## src/rtl/tx_frame_serializer.sv

```systemverilog
// Frame sequencer and UART-style serializer: header, WORDS little-endian words, checksum.
// Drives the upstream word mux (selector/data_lock) and prefetches each word during a stop bit.
module tx_frame_serializer #(
   parameter int unsigned CLK_DIV = 16,
   parameter int unsigned WORDS   = 10,
   parameter logic [7:0]  HEADER  = 8'hA5
) (
   input  logic        clk,
   input  logic        reset,
   input  logic        start,
   input  logic [15:0] data_in,
   output logic [7:0]  selector,
   output logic        data_lock,
   output logic        tx,
   output logic        busy,
   output logic        done,
   output logic [2:0]  state_dbg
);

   typedef enum logic [2:0] {
      IDLE = 3'd0,
      HDR  = 3'd1,
      LO   = 3'd2,
      HI   = 3'd3,
      CHK  = 3'd4
   } state_t;

   localparam logic [15:0] DIV_LAST  = 16'(CLK_DIV - 1);
   localparam logic [7:0]  LAST_WORD = 8'(WORDS - 1);

   state_t      state;
   logic [15:0] bit_cyc;
   logic [3:0]  bit_idx;
   logic [7:0]  shift_byte;
   logic [15:0] word_reg;
   logic [7:0]  word_cnt;
   logic [7:0]  csum;
   logic        bit_end;
   logic        prefetch_bit;

   assign state_dbg = state;
   assign bit_end   = (bit_cyc == DIV_LAST);
   // The next word is fetched while the stop bit of HDR, or of a non-last HI byte, is on the line.
   assign prefetch_bit = (bit_idx == 4'd9) &&
                         ((state == HDR) || ((state == HI) && (word_cnt != LAST_WORD)));

   always_ff @(posedge clk) begin
      if (reset) begin
         state      <= IDLE;
         bit_cyc    <= 16'd0;
         bit_idx    <= 4'd0;
         shift_byte <= 8'd0;
         word_reg   <= 16'd0;
         word_cnt   <= 8'd0;
         csum       <= 8'd0;
         selector   <= 8'd0;
         data_lock  <= 1'b0;
         tx         <= 1'b1;
         busy       <= 1'b0;
         done       <= 1'b0;
      end else begin
         done <= 1'b0;
         if (state == IDLE) begin
            // done gating drops a start that coincides with the end-of-frame pulse.
            if (start && !done) begin
               state      <= HDR;
               busy       <= 1'b1;
               tx         <= 1'b0;
               bit_cyc    <= 16'd0;
               bit_idx    <= 4'd0;
               shift_byte <= HEADER;
               word_cnt   <= 8'd0;
               csum       <= 8'd0;
            end
         end else begin
            if (prefetch_bit) begin
               if (bit_cyc == 16'd0) begin
                  selector  <= (state == HDR) ? word_cnt : word_cnt + 8'd1;
                  data_lock <= 1'b1;
               end
               if (bit_cyc == 16'd1) begin
                  data_lock <= 1'b0;
               end
               if (bit_cyc == 16'd2) begin
                  word_reg <= data_in;
               end
            end

            if (!bit_end) begin
               bit_cyc <= bit_cyc + 16'd1;
            end else begin
               bit_cyc <= 16'd0;
               if (bit_idx != 4'd9) begin
                  bit_idx <= bit_idx + 4'd1;
                  tx      <= (bit_idx == 4'd8) ? 1'b1 : shift_byte[bit_idx[2:0]];
               end else begin
                  bit_idx <= 4'd0;
                  case (state)
                     HDR: begin
                        state      <= LO;
                        shift_byte <= word_reg[7:0];
                        csum       <= csum + word_reg[7:0];
                        tx         <= 1'b0;
                     end
                     LO: begin
                        state      <= HI;
                        shift_byte <= word_reg[15:8];
                        csum       <= csum + word_reg[15:8];
                        tx         <= 1'b0;
                     end
                     HI: begin
                        if (word_cnt == LAST_WORD) begin
                           state      <= CHK;
                           shift_byte <= csum;
                        end else begin
                           state      <= LO;
                           word_cnt   <= word_cnt + 8'd1;
                           shift_byte <= word_reg[7:0];
                           csum       <= csum + word_reg[7:0];
                        end
                        tx <= 1'b0;
                     end
                     CHK: begin
                        state <= IDLE;
                        busy  <= 1'b0;
                        done  <= 1'b1;
                     end
                     default: begin
                        state <= IDLE;
                     end
                  endcase
               end
            end
         end
      end
   end

endmodule

```

## config.mk

```make
export PLATFORM = sky130hd
export DESIGN_NAME = tx_frame_serializer
export DESIGN_NICKNAME = d
export VERILOG_FILES = /design/src/rtl/tx_frame_serializer.sv
export SDC_FILE = /design/constraint.sdc
export NUM_CORES = 1
export LEC_CHECK = 0
export ABC_AREA = 1
export CAP_MARGIN = 0
export CORE_MARGIN = 3
export CORE_UTILIZATION = 67
export DETAILED_ROUTE_END_ITERATION = 16
export DONT_BUFFER_PORTS = 1
export PLACE_DENSITY = 0.83
export SETUP_SLACK_MARGIN = 0.15
export SYNTH_ARGS = -nofsm -noshare
export SYNTH_HDL_FRONTEND = slang
export SYNTH_SLANG_ARGS = --single-unit
```

## constraint.sdc

```tcl
create_clock -name clk -period 6 [get_ports clk]
set_input_delay 1.8 -clock clk [delete_from_list [all_inputs] [get_ports clk]]
set_output_delay 1.8 -clock clk [all_outputs]
set_load 0.01 [all_outputs]
```

==> results of run 1 <==
==> logic make-up after synthesis <==
group | Yosys count
and+or+nand+nor | 445
xor gates and xnor gates | 3
adders and majority gates | 17
DFF | 75
buffers and inverters | 113
AOI/OAI and AO/OA | 87
==> power groups by stage <==
| stage | Sequential [mW] | Clock, mW | Combinational, mW |
|---|---|---|---|
| 2_1_floorplan | 0.631 | 0 | 0.497 |
| 6_report | 0.645 | 0.430 | 0.620 |
| 4_1_cts | 0.643 | 0.434 | 0.612 |
| 3_5_place_dp | 0.653 | 0 | 0.607 |
| 5_1_grt | 0.654 | 0.454 | 0.699 |
| 3_3_place_gp | 0.650 | 0 | 0.586 |
==> layout by cell type (no fill, tap or decap), drive strengths merged, types with 2 or more instances in the layout <==
cell type    n
nor3         9
nand3       77
inv         94
dfxtp       75
o21bai       2
o21ai       42
o22ai        2
a21oi       38
xor2         2
nand3b       3
clkinv       2
nand2      205
nor2       141
clkbuf      10
ha          16
bufinv       2
nand4        7
==> worst min path at each step <==
stage / from / to / cells after the start
floorplan: word_reg[9] / word_reg[9] / 2
global placement: shift_byte[6] / shift_byte[6] / 2
detailed placement: shift_byte[1] / shift_byte[1] / 2
CTS: shift_byte[1] / shift_byte[1] / 2
global route: shift_byte[6] / shift_byte[6] / 2
finish: shift_byte[1] / shift_byte[1] / 2
==> per-layer routing <==
layer | vias to the layer above | GRT usage | routed length [µm]
met4 | 0 | 0.0866 | 139
met2 | 159 | 0.457 | 4980
li1 | 2320 | - | -
met5 | - | 0 | 0
met3 | 21 | 0.0645 | 805
met1 | 2037 | 0.403 | 5130
==> area by class of cell <==
type,count,share of cell area
Clock buffer,10,0.0283
Clock inverter,5,0.0160
Inverter,94,0.0726
Multi-Input combinational cell,552,0.553
Sequential cell,75,0.309
Tap cell,77,0.0198
Timing Repair Buffer,1,0.00155
==> critical path, delay by kind of cell <==
| kind | cells | cell delay, ns |
|---|---|---|
| buffers and inverters | 2 | 0.43 |
| and+or+nand+nor | 6 | 0.83 |
==> flow_metrics.tcl, run 1 <==
set metrics [dict create \
    final-hold-violation-count 0 \
    fin_nets 769 \
    async_flop_share 0 \
    comb_power_share 0.366 \
    synth-xor-area-share 0.00565 \
    cap_violations 0 \
    synth_edf_count 0 \
    reg2reg_to "csum[4]" \
    sequentialPowerShare 0.381 \
    cp-end-kind "register" \
    grt_usage 0.292 \
    reg2reg_slack_ns 3.24 \
    root_buffer "clkbuf_8" \
    avgSynthCellArea_um2 6.28 \
    worst_slack_ns 3.23 \
    diodes 0 \
    slowest_delay_ns 0.35 \
    synth_cells 740 \
    synth_top_area_frac 0.323 \
    worst_slew_pin_slew_ns 0.785 \
    crit_required_ns 6.30 \
    yosysMostFrequentCell "nand2_1" \
    synthSimpleGateAreaFrac 0.425 \
    grt_pass1_vias 3993 \
    fmax_ghz 0.361 \
    synth_common_cells "nand2_1 (201), nor2_1 (110), inv_1 (87)" \
    power.total_mw 1.70 \
    critical_path_class "input port to register" \
    relSlewSlack 0.477 \
    yosysWarnings 0 \
    hpwl_mm 8.09 \
    cp_cell_sequence "nand2_1 > nand3_1 > nand2_1 > inv_2 > nand3_1 > inv_1 > nor2_1 > nor2_1" \
    yosys_register_bits 75 \
    synth_compound_area_frac 0.0993 \
    setup_viol 0 \
    synth_top_family_by_area "simple AND/OR/NAND/NOR gates" \
    drv_slew 0 \
    htreeDepth 3 \
    finClkSkew_ns 0.00825 \
    cp-endpoint "csum[2]" \
    p_int_mw 0.988 \
    synth_top_area_cell "dfxtp_1" \
    final_cells 814 \
    synth-seq-area-share 0.323 \
    cts_resized 0 \
    power.switching_mw 0.707 \
    path_max_fanout 11 \
    synth_fa_ha_area_frac 0.0474 \
    remaining_drc_errors 0 \
    multi_input_area_um2 2680 \
    startpoint "start" \
    post_cts_buffers 0 \
    fp.dieH_um 89.3 \
    dpl_worst_slack_ns 2.92 \
    routedWlPerCell_um 13.6 \
    seq_area_um2 1500 \
    grt_max_degree 33 \
    rsz0062_at_grt "no" \
    ios 34 \
    sw_frac_of_total 0.417 \
    via_count 4537 \
    cp-start-kind "input port" \
    wl_mm 11.1 \
    die_x_um 89.3 \
    cts_buffer_depth 2 \
    fin_hold_ws_ns 0.474 \
    status "completed" \
    portBuffers 0 \
    overflow 0 \
    path_clk_slew_ns 0.08 \
    hp-class "register to register" \
    core_area_um2 6530 \
    ctsHoldBuffers 0 \
    syn_area_um2 4650 \
    numCtsBuffers 9 \
    drtPass1Iterations 5 \
    drive_above_1_share 0.0882 \
    core.rowCount 29 \
    slowest_stage "nand3_1" \
    syn-num-nets 776 \
    start_util 0.712 \
    cts.sinks 75 \
    postPlaceCellArea_um2 4640 \
    r2r_start "state_dbg[0]" \
    fin_crit_sh 0.462 \
    worstPathArrival_ns 3.07 \
    cts_tree "done" \
    finalSetupTns_ns 0 \
    final_area_um2 4860 \
    syn_to_final_growth_pct 4.50 \
    gp_congestion 0.921 \
    p_clk_frac 0.254 \
    synth_area_leaders "dfxtp_1 (32%), nand2_1 (16%), nor2_1 (8.9%)" \
    fin_crit_ns 2.77 \
    drt-initial-drc-count 329 \
    grt_antenna_before_repair 0 \
    synth.area.mux_share 0 \
    r2r.worst_path.cells 16 \
    fin_util 0.744 \
    grt_pass1_wl_mm 18.4 \
    ys_dominant_reg_cell "dfxtp_1" \
    fillers 566 \
    p_per_area_nw_per_um2 349 \
    die_area_um2 7970 \
    ys_types 38 \
    clk_latency_ns 0.36 \
    viasPerCell 5.57 \
    ant_nets 0 \
    vdd_drop_max_mv 0.161 \
    dp.cells 799 \
    p_leak_nw 2.23 \
]
Note: power is estimated with default switching activity, not from simulation.
==> run 2: changes to the inputs <==
--- a/config.mk
+++ b/config.mk
@@ -8,10 +8,10 @@
 export ABC_AREA = 1
 export CAP_MARGIN = 0
 export CORE_MARGIN = 3
-export CORE_UTILIZATION = 67
+export CORE_UTILIZATION = 64
 export DETAILED_ROUTE_END_ITERATION = 16
 export DONT_BUFFER_PORTS = 1
-export PLACE_DENSITY = 0.83
+export PLACE_DENSITY = 0.8
 export SETUP_SLACK_MARGIN = 0.15
 export SYNTH_ARGS = -nofsm -noshare
 export SYNTH_HDL_FRONTEND = slang
==> constraint.sdc (replaced) <==
create_clock -name clk -period 2.8 [get_ports clk]
set_input_delay 0.84 -clock clk [delete_from_list [all_inputs] [get_ports clk]]
set_output_delay 0.84 -clock clk [all_outputs]
set_load 0.01 [all_outputs]
==> run 2 against run 1 <==
Compared with the run above: sequential share of layout area down 0.070 points; sequential cell count unchanged; count of clock-buffer cells in the layout up 2; global-route usage down 1.5 points; cell count up 2.9%; worst setup slack worse by 2.9 ns; die area up 4.4%; via count down 1.4%; non-clock buffer count up 4; power up 100%; utilization down 3.8 points; register-to-register slack worse by 2.9 ns; highest routed layer unchanged.
==> flow_metrics.tcl, run 2 (synthesized netlist as in run 1, its figures left out) <==
set metrics [dict create \
    cp_top_family "simple AND/OR/NAND/NOR gates" \
    cts.sinks 75 \
    post_cts_buffers 0 \
    hp-class "register to register" \
    wl_mm 11.1 \
    root_buffer "clkbuf_8" \
    drtPass1Iterations 5 \
    multi_input_area_um2 2680 \
    finClkSkew_ns 0.0118 \
    fin_crit_sh 0.893 \
    cpMostUsedCell "nand2_1" \
    mostFrequentLayoutCells "nand2_1 (201), nor2_1 (110), inv_1 (86)" \
    critPathBufInv 4 \
    worst_slew_pin_slew_ns 0.521 \
    routedWlPerCell_um 13.3 \
    drive_above_1_share 0.0943 \
    portBuffers 0 \
    ios 34 \
    p_per_area_nw_per_um2 710 \
    cp-end-kind "register" \
    cts_resized 0 \
    worstPathArrival_ns 2.77 \
    seq_area_um2 1500 \
    critical_path_class "register to register" \
    grt_antenna_before_repair 0 \
    start_util 0.673 \
    final_common_cell "nand2_1" \
    gp_congestion 0.995 \
    p_leak_nw 2.22 \
    grt_pass1_wl_mm 18.8 \
    vdd_drop_max_mv 0.471 \
    ant_nets 0 \
    finalSetupTns_ns 0 \
    slowest_stage "dfxtp_2" \
    overflow 0 \
    rsz0062_at_grt "yes" \
    relSlewSlack 0.650 \
    final-hold-violation-count 0 \
    slowest_delay_ns 0.38 \
    drv_slew 0 \
    fin_nets 773 \
    cts_buffer_depth 2 \
    fin_crit_ns 2.50 \
    core.rowCount 30 \
    cap_violations 0 \
    grt_max_degree 24 \
    die_area_um2 8320 \
    die_x_um 91.2 \
    fmax_ghz 0.400 \
    final_area_um2 4870 \
    ctsHoldBuffers 0 \
    status "completed" \
    via_count 4474 \
    grt_pass1_vias 4102 \
    fp.dieH_um 91.2 \
    grt_usage 0.277 \
    hpwl_mm 8.14 \
    setup_viol 0 \
    core_area_um2 6910 \
    cts_tree "done" \
    viasPerCell 5.34 \
    clk_latency_ns 0.37 \
    cp-start-kind "register" \
    path_max_fanout 11 \
    syn_to_final_growth_pct 4.82 \
    fillers 658 \
    htreeDepth 3 \
    cp_cell_sequence "inv_2 > nand3_2 > clkinvlp_4 > nand2_1 > nand2_1 > ha_1 > inv_1 > fa_1 > inv_1 > nand3_1 > nand2_1 > nand2_1 > nand2_1 > nor2_1 > o21ai_0 > nor2_1" \
    diodes 0 \
    path_clk_slew_ns 0.08 \
    drt-initial-drc-count 387 \
    remaining_drc_errors 0 \
    numCtsBuffers 9 \
    postPlaceCellArea_um2 4700 \
    crit_required_ns 3.06 \
]
[run 2: final cells by class]
| class | count | area share |
|---|---|---|
| Multi-Input combinational cell | 552 | 0.551 |
| Tap cell | 96 | 0.0247 |
| Timing Repair Buffer | 5 | 0.00770 |
| Clock buffer | 12 | 0.0298 |
| Sequential cell | 75 | 0.308 |
| Clock inverter | 4 | 0.00539 |
| Inverter | 94 | 0.0732 |
[run 2: power by group]
part	total [mW]	switching [mW]	internal [mW]	leakage, nW
logic	1.34	0.946	0.397	1.53
registers	1.36	0.154	1.21	0.609
clock network	0.753	0.408	0.345	0.0863
total	3.46	1.51	1.95	2.22
[run 2: per-stage QoR]
stage	hold slack, ns	worst slack [ns]	power (mW)	cells	utilization
after global routing	0.511	0.0895	3.73	838	0.705
after floorplan	0.441	0.536	2.42	740	-
after CTS	0.468	0.227	3.46	838	0.705
after detailed placement	0.457	0.257	2.71	822	0.680
final	0.473	0.299	3.46	838	0.705
after global placement	0.450	0.367	2.67	822	0.680
[run 2: worst min-delay path, delay by kind of cell, from the launching register on]
family | cells | cell delay [ns]
flip-flops | 1 | 0.31
AO/OA/AOI/OAI | 1 | 0.06
AND/OR/NAND/NOR | 1 | 0.06
[run 2: path summary, 6_finish.rpt]
path                  from             to  slack, ns  cells after the start
max           state_dbg[2]        csum[4]       0.30                     16
min          shift_byte[4]  shift_byte[4]       0.47                      2
max reg2reg   state_dbg[2]        csum[4]       0.30                     16
min reg2reg  shift_byte[4]  shift_byte[4]       0.47                      2
[run 2: metal layers]
metal,vias up,global-route usage,share of wire
li1,2331,-,-
met1,2005,0.381,0.48
met2,120,0.430,0.44
met3,18,0.0514,0.061
met4,0,0.103,0.019
met5,-,0,0
==> run 3: changes to the inputs <==
--- a/config.mk
+++ b/config.mk
@@ -8,10 +8,11 @@
 export ABC_AREA = 1
 export CAP_MARGIN = 0
 export CORE_MARGIN = 3
-export CORE_UTILIZATION = 64
+export CORE_UTILIZATION = 66
+export CTS_BUF_LIST = sky130_fd_sc_hd__clkbuf_4
 export DETAILED_ROUTE_END_ITERATION = 16
 export DONT_BUFFER_PORTS = 1
-export PLACE_DENSITY = 0.8
+export PLACE_DENSITY = 0.82
 export SETUP_SLACK_MARGIN = 0.15
 export SYNTH_ARGS = -nofsm -noshare
 export SYNTH_HDL_FRONTEND = slang
==> run 3 against run 2 <==
Compared with the run above: sequential cell count unchanged; sequential power barely moved; cell area shrank 0.69%; highest routed layer unchanged; largest power group is now combinational cells; largest cell class unchanged; power down 1.2%; hold slack worse by 0.0096 ns; via count up 1.9%; routed wire length is 2.0% higher.
==> flow_metrics.tcl, run 3 (synthesized netlist as in run 1, its figures left out) <==
set metrics [dict create \
    htreeDepth 3 \
    grt_max_degree 24 \
    cp-end-kind "register" \
    cp_cell_sequence "inv_2 > nand3_2 > clkinvlp_4 > nand2_1 > nand2_1 > ha_1 > nand2_1 > inv_1 > o21ai_0 > nand3_1 > nand2_1 > nand2_1 > nor2_1 > nor2_1 > nor2_1" \
    cap_violations 0 \
    cts_tree "done" \
    cp-start-kind "register" \
    drtPass1Iterations 5 \
    viasPerCell 5.45 \
    final_cells 836 \
    start_util 0.708 \
    worstPathArrival_ns 2.81 \
    mostFrequentLayoutCells "nand2_1 (201), nor2_1 (110), inv_1 (86)" \
    via_count 4557 \
    wl_mm 11.4 \
    portBuffers 0 \
    cpMostUsedCell "nand2_1" \
    relSlewSlack 0.536 \
    fin_crit_ns 2.45 \
    ios 34 \
    finClkSkew_ns 0.0164 \
    p_leak_nw 2.21 \
    path_clk_slew_ns 0.13 \
    core_area_um2 6570 \
    ant_nets 0 \
    clk_latency_ns 0.43 \
    vdd_drop_max_mv 0.395 \
    worst_slack_ns 0.353 \
    drive_above_1_share 0.0942 \
    die_x_um 89.9 \
    remaining_drc_errors 0 \
    fmax_ghz 0.409 \
    critical_path_class "register to register" \
    p_per_area_nw_per_um2 707 \
    fin_hold_ws_ns 0.463 \
    final_common_cell "nand2_1" \
    ctsHoldBuffers 0 \
    grt_pass1_vias 4124 \
    cts.sinks 75 \
    diodes 0 \
    post_cts_buffers 0 \
    routedWlPerCell_um 13.6 \
    hpwl_mm 8.34 \
    drv_slew 0 \
    fin_nets 774 \
    slowest_stage "dfxtp_1" \
    numCtsBuffers 9 \
    finalSetupTns_ns 0 \
    final-hold-violation-count 0 \
    status "completed" \
    drt-initial-drc-count 392 \
    rsz0062_at_grt "yes" \
    die_area_um2 8090 \
    cts_buffer_depth 2 \
    gp_congestion 0.901 \
    grt_usage 0.283 \
    dp.cells 820 \
    fp.dieH_um 89.9 \
    path_max_fanout 11 \
    cts_resized 0 \
    syn_to_final_growth_pct 4.09 \
    fin_crit_sh 0.874 \
    grt_pass1_wl_mm 19.0 \
    crit_required_ns 3.16 \
    worst_slew_pin_slew_ns 0.696 \
    dpl_worst_slack_ns 0.406 \
    hp-class "input port to register" \
    grt_antenna_before_repair 0 \
    slowest_delay_ns 0.56 \
    root_buffer "clkbuf_4" \
    overflow 0 \
    setup_viol 0 \
    core.rowCount 29 \
]
==> run 3: stage by stage <==
stage	power [mW]	area, µm²	utilization
after floorplan	2.42	4650	-
after global placement	2.67	4700	0.716
after detailed placement	2.73	4700	0.716
after CTS	3.40	4830	0.736
after global routing	3.66	4840	0.737
final	3.42	4840	0.737
==> run 3: report_power, final <==
group	total (mW)	internal [mW]	switching (mW)
combinational	1.38	0.405	0.973
sequential	1.37	1.21	0.162
clock	0.669	0.270	0.399
==> run 3: layout make-up <==
| cell class | count | area, µm² |
|---|---|---|
| clock inverter | 7 | 67.6 |
| inverter | 94 | 357 |
| timing repair buffer | 6 | 45.0 |
| clock buffer | 9 | 67.6 |
| sequential | 75 | 1500 |
| tap | 93 | 116 |
| multi-input combinational | 552 | 2680 |
| fill | 589 | 1730 |
==> run 3: final timing paths <==
kind / from / to / slack (ns) / cells after the start
worst max-delay path: state_dbg[2] / csum[6] / 0.35 / 15
worst min-delay path: reset / shift_byte[6] / 0.46 / 1
worst max register to register: state_dbg[2] / csum[6] / 0.35 / 15
worst min register to register: shift_byte[6] / shift_byte[6] / 0.47 / 2
==> run 3: worst max-delay path, delay by kind of cell (launching register included) <==
family	cells	cell delay (ns)
and+or+nand+nor	10	0.89
AOI/OAI and AO/OA	1	0.20
buffers and inverters	3	0.36
adders and majority gates	1	0.37
DFF	1	0.56
==> run 3: routing by layer <==
layer,GRT usage,part of all wire,vias to the layer above
met4,0.0791,0.013,0
li1,-,-,2334
met5,0,0,-
met2,0.446,0.45,182
met1,0.398,0.45,2030
met3,0.0492,0.082,11
